### src/rtl/ex_muldiv_pkg.sv
// Shared constants for the EX-stage multiply/divide unit: op codes, FSM states, default width.
package ex_muldiv_pkg;

   localparam int unsigned DATA_W_DEF = 32;

   localparam logic [1:0] OP_MULT  = 2'b00;
   localparam logic [1:0] OP_MULTU = 2'b01;
   localparam logic [1:0] OP_DIV   = 2'b10;
   localparam logic [1:0] OP_DIVU  = 2'b11;

   typedef enum logic [1:0] {
      IDLE = 2'b00,
      RUN  = 2'b01,
      FIX  = 2'b10
   } state_e;

endpackage

### src/rtl/ex_muldiv_sign_fix.sv
// Turns the unsigned iteration results into final HI/LO values.
// Handles result signs, divide by zero and the signed divide overflow case.
module muldiv_sign_fix
   import ex_muldiv_pkg::*;
#(
   parameter int unsigned DATA_W = DATA_W_DEF
) (
   input  logic              is_div,
   input  logic              neg_q,
   input  logic              neg_r,
   input  logic              div_zero,
   input  logic              ovf,
   input  logic [DATA_W-1:0] raw_hi,
   input  logic [DATA_W-1:0] raw_lo,
   output logic [DATA_W-1:0] hi,
   output logic [DATA_W-1:0] lo
);

   logic [2*DATA_W-1:0] prod;

   always_comb begin
      prod = {raw_hi, raw_lo};
      hi   = raw_hi;
      lo   = raw_lo;
      if (!is_div) begin
         if (neg_q) prod = -prod;
         hi = prod[2*DATA_W-1:DATA_W];
         lo = prod[DATA_W-1:0];
      end else if (div_zero) begin
         // remainder magnitude is |dividend|; re-signing restores the dividend
         lo = '1;
         hi = neg_r ? -raw_hi : raw_hi;
      end else if (ovf) begin
         lo = {1'b1, {(DATA_W-1){1'b0}}};
         hi = '0;
      end else begin
         lo = neg_q ? -raw_lo : raw_lo;
         hi = neg_r ? -raw_hi : raw_hi;
      end
   end

endmodule

### src/rtl/ex_muldiv.sv
// Iterative MULT/MULTU (shift-add) and DIV/DIVU (restoring) unit, one bit per cycle.
// busy_o stalls the pipeline from launch until the result lands in HI/LO.
module ex_muldiv
   import ex_muldiv_pkg::*;
#(
   parameter int unsigned DATA_W = DATA_W_DEF
) (
   input  logic              clk_i,
   input  logic              rst_i,
   input  logic              start_i,
   input  logic [1:0]        op_i,
   input  logic [DATA_W-1:0] data1_i,
   input  logic [DATA_W-1:0] data2_i,
   input  logic              flush_i,
   output logic              busy_o,
   output logic              done_o,
   output logic [DATA_W-1:0] hi_o,
   output logic [DATA_W-1:0] lo_o
);

   localparam int unsigned CNT_W = $clog2(DATA_W) + 1;

   state_e              state, state_next;
   logic [CNT_W-1:0]    cnt;
   logic [2*DATA_W-1:0] acc, acc_step;
   logic [DATA_W-1:0]   opnd;
   logic                is_div, neg_q, neg_r, div_zero, ovf;
   logic                launch, last_iter;
   logic                a_neg, b_neg;
   logic [DATA_W-1:0]   mag_a, mag_b;
   logic [DATA_W:0]     sum, trial;
   logic [DATA_W-1:0]   fix_hi, fix_lo;

   assign a_neg     = ~op_i[0] & data1_i[DATA_W-1];
   assign b_neg     = ~op_i[0] & data2_i[DATA_W-1];
   assign mag_a     = a_neg ? -data1_i : data1_i;
   assign mag_b     = b_neg ? -data2_i : data2_i;
   assign launch    = (state == IDLE) & start_i & ~flush_i;
   assign last_iter = (cnt == CNT_W'(DATA_W - 1));

   always_ff @(posedge clk_i) begin
      if (rst_i) state <= IDLE;
      else       state <= state_next;
   end

   always_comb begin
      state_next = state;
      case (state)
         IDLE:    if (launch) state_next = RUN;
         RUN:     if (flush_i) state_next = IDLE;
                  else if (last_iter) state_next = FIX;
         FIX:     state_next = IDLE;
         default: state_next = IDLE;
      endcase
   end

   always_comb begin
      busy_o = (state != IDLE);
   end

   // acc = {partial product, multiplier} or {remainder, dividend/quotient}
   always_comb begin
      sum      = {1'b0, acc[2*DATA_W-1:DATA_W]} + {1'b0, opnd};
      trial    = acc[2*DATA_W-1:DATA_W-1] - {1'b0, opnd};
      acc_step = acc;
      if (!is_div)
         acc_step = acc[0] ? {sum, acc[DATA_W-1:1]} : {1'b0, acc[2*DATA_W-1:1]};
      else if (!trial[DATA_W])
         acc_step = {trial[DATA_W-1:0], acc[DATA_W-2:0], 1'b1};
      else
         acc_step = {acc[2*DATA_W-2:0], 1'b0};
   end

   always_ff @(posedge clk_i) begin
      if (rst_i) begin
         cnt      <= '0;
         acc      <= '0;
         opnd     <= '0;
         is_div   <= 1'b0;
         neg_q    <= 1'b0;
         neg_r    <= 1'b0;
         div_zero <= 1'b0;
         ovf      <= 1'b0;
         done_o   <= 1'b0;
         hi_o     <= '0;
         lo_o     <= '0;
      end else begin
         done_o <= (state == FIX) & ~flush_i;
         if (launch) begin
            cnt      <= '0;
            acc      <= {{DATA_W{1'b0}}, (op_i[1] ? mag_a : mag_b)};
            opnd     <= op_i[1] ? mag_b : mag_a;
            is_div   <= op_i[1];
            neg_q    <= a_neg ^ b_neg;
            neg_r    <= a_neg;
            div_zero <= op_i[1] & (data2_i == '0);
            ovf      <= (op_i == OP_DIV) & (data1_i == {1'b1, {(DATA_W-1){1'b0}}})
                        & (data2_i == '1);
         end else if (state == RUN) begin
            acc <= acc_step;
            cnt <= cnt + CNT_W'(1);
         end
         if ((state == FIX) && !flush_i) begin
            hi_o <= fix_hi;
            lo_o <= fix_lo;
         end
      end
   end

   muldiv_sign_fix #(.DATA_W(DATA_W)) u_sign_fix (
      .is_div   (is_div),
      .neg_q    (neg_q),
      .neg_r    (neg_r),
      .div_zero (div_zero),
      .ovf      (ovf),
      .raw_hi   (acc[2*DATA_W-1:DATA_W]),
      .raw_lo   (acc[DATA_W-1:0]),
      .hi       (fix_hi),
      .lo       (fix_lo)
   );

endmodule
### config.mk
export PLATFORM = sky130hd
export DESIGN_NAME = ex_muldiv
export DESIGN_NICKNAME = d
export VERILOG_FILES = /design/src/rtl/ex_muldiv_pkg.sv /design/src/rtl/ex_muldiv_sign_fix.sv /design/src/rtl/ex_muldiv.sv
export SDC_FILE = /design/constraint.sdc
export NUM_CORES = 1
export LEC_CHECK = 0
export ABC_AREA = 1
export BUFFER_PORTS_ARGS = -buffer_cell sky130_fd_sc_hd__buf_2
export CORE_MARGIN = 5
export CORE_UTILIZATION = 31
export CTS_BUF_LIST = sky130_fd_sc_hd__clkbuf_8
export CTS_CLUSTER_SIZE = 25
export DETAILED_ROUTE_END_ITERATION = 10
export SLEW_MARGIN = 20
export SYNTH_ARGS = -nofsm -noshare
export SYNTH_HDL_FRONTEND = slang
export SYNTH_SLANG_ARGS = --single-unit
### constraint.sdc
create_clock -name clk_i -period 7.2 [get_ports clk_i]
set_input_delay 0.36 -clock clk_i [delete_from_list [all_inputs] [get_ports clk_i]]
set_output_delay 0.36 -clock clk_i [all_outputs]
set_load 0.01 [all_outputs]
==> flow_summary.toml <==
[drt]
vias = 22000
dr.first_iter.drc_count = 2226
drc = 0
drt_wl_total_um = 79800
dr.pass1.iters = 5
ant_nets = 0
drt-wirelength-per-cell_um = 18.8
vias_per_cell = 5.17

[finish]
layout.nets = 3609
regArea_mm2 = 0.00349
fillCellCount = 6850
diodes = 0
final_core_util_pct = 34.3
layout_common_cells = "nand2_1, inv_1, nor2_1"
design_area_mm2 = 0.0202
multiInputGateArea_mm2 = 0.0124
mostFrequentLayoutCell = "nand2_1"
areaGrowthSynthToFinish_pct = 9.51
drive_gt1_share_pct = 7.65

[grt]
grt_pass1_wl_um = 120000
grt.met2_usage_pct = 37.6
grt_pass1_vias = 19900
grt-busiest-layer = "met2"
grtUsageMet3_pct = 4.79
grt_use_met1_pct = 32.3
grt_usage_pct = 23.9
antenna_found_initial = 0
grt_max_degree = 68
grt-ovfl-total = 0

[critical_path]
critPathMaxFanout = 39
crit_path_end_kind = "flip-flop"
cp-start-kind = "flip-flop"
critPathKind = "flip-flop to flip-flop"
arrival_ps = 3610
required_ps = 7660

[sta]
fin_crit_ps = 3150
final-max-slew-violation-count = 0
max_freq_ghz = 0.318
hold_viol_final = 0
tightest_slew_ps = 987
holdWs_ps = 63.3
fin_crit_sh_pct = 43.7
max_slew_margin_pct = 34.1
finalSetupTns_ps = 0
finClkSkew_ps = 24.5
rsz0062_at_grt = "false"
finalSetupViolations = 0

[yosys]
syn_inst = 3405
ys_warn_count = 0
avgSynthCellArea_um2 = 5.43
synth_seq_cells = 174
ys_types = 53
synth_area_mm2 = 0.0185
synth_flop_cell = "dfxtp_1"
synth-seq-area-share_pct = 18.8
async_flop_share_pct = 0
synth-edff-count = 0
synth.net_count = 3547

[hold_path]
worstHoldPathType = "input port to flip-flop"

[cts]
cts_buffers = 17
clk_latency_ps = 530
cts_tree = "built"
ctsHoldBuffers = 0
htreeDepth = 4
clockBufferDepth = 2
post-cts-setup-buffers = 0
clk_root_buffer_cell = "clkbuf_8"
clk_pin_slew_worst_paths_ps = 110
cts_sinks = 174
post_cts_resized = 0

[die]
die_w_um = 254
dieHeight_um = 254
start_util_pct = 31.3
io_pins = 136
num_rows = 89
core_area_mm2 = 0.0590
die_area_mm2 = 0.0646

[placed_design]
numPortBuffers = 135
hpwl_um = 64400
placed_cell_area_mm2 = 0.0198
gp_congestion = 0.996

[job]
drv_cap = 0

[power_and_ir_drop]
power_density_mw_per_mm2 = 166
ir_worst_vdd_mv = 0.0994
p_leak_nw = 10.6

[outcome]
outcome = "finished clean"
-- cells in the mapped netlist, drive strengths merged, types with 3 or more instances --
cell / instances / area share [%]
o211ai: 38 / 1.5
ha: 70 / 4.7
inv: 573 / 12
dfxtp: 174 / 19
xor2: 76 / 3.6
o21ai: 245 / 6.7
nand2: 1113 / 23
and2: 5 / 0.17
xnor2: 17 / 0.81
o221ai: 5 / 0.24
buf: 40 / 1.1
clkbuf: 75 / 1.5
o21a: 3 / 0.12
nor2: 311 / 6.6
nor4: 6 / 0.20
a21oi: 223 / 6.1
o21bai: 6 / 0.24
nand3b: 6 / 0.24
nand4: 52 / 1.8
a31oi: 20 / 0.71
nor3: 39 / 1.2
nand3: 289 / 8.0
a21o: 3 / 0.12
-- cells by family after synthesis --
| family | Yosys count | synth area share [%] |
|---|---|---|
| XOR/XNOR | 93 | 4.41 |
| AO/OA/AOI/OAI | 551 | 16.2 |
| buffers and inverters | 689 | 14.3 |
| AND/OR/NAND/NOR | 1826 | 41.3 |
| flip-flops | 174 | 18.8 |
| adder cells (fa/ha/maj) | 72 | 4.96 |
-- per-layer routing --
layer / vias up / share of wire [%]
met5: - / 0
met3: 163 / 8.7
met1: 9960 / 43
met2: 958 / 44
li1: 10900 / -
met4: 0 / 4.2
-- flip-flops by register name, indices dropped and copies added (netlist names) --
signal    count
acc          64
hi_o         32
lo_o         32
opnd         32
cnt           6
state         2
div_zero      1
done_o        1
is_div        1
neg_q         1
neg_r         1
ovf           1
-- worst max-delay path, cell delays in order, from the launching register on --
cell	delay [ps]
dfxtp_1	310
buf_4	250
inv_2	560
ha_1	360
nand4_2	220
nor2_2	180
nand4_1	240
nor2_2	340
inv_2	60
nand2_1	150
nand2_1	80
nand2_1	60
nand3_1	70
a21oi_1	170
-- cell type report --
cell class / count / share of cell area, %
clock inverters: 13 / 0.754
multi-input cells: 2542 / 61.2
well taps: 773 / 4.78
inverters: 574 / 10.6
flip-flops and latches: 174 / 17.2
repair buffers: 158 / 4.19
clock buffers: 18 / 1.22
-- path summary, 6_finish.rpt --
kind | slack [ps] | start | to | depth (start not counted)
setup reg to reg | 4050 | acc[0] | hi_o[28] | 13
setup / recovery | 4050 | acc[0] | hi_o[28] | 13
hold / removal | 60 | flush_i | state[1] | 2
hold reg to reg | 460 | lo_o[3] | lo_o[3] | 2
-- per-stage QoR --
step | worst slack [ps] | std cells | power [mW]
floorplan | 4900 | 3405 | 2.10
global placement | 4270 | 4221 | 2.60
detailed placement | 4230 | 4221 | 2.58
CTS | 4170 | 4252 | 3.33
global route | 3840 | 4252 | 3.56
finish | 4050 | 4252 | 3.36
-- report_power, final --
| group | total, mW | internal, mW | switching (mW) |
|---|---|---|---|
| Sequential | 1.08 | 1.00 | 0.0816 |
| Combinational | 1.52 | 0.430 | 1.10 |
| Clock | 0.753 | 0.325 | 0.428 |
| Total | 3.36 | 1.76 | 1.60 |
No activity file was read; power rests on OpenSTA's default activity.
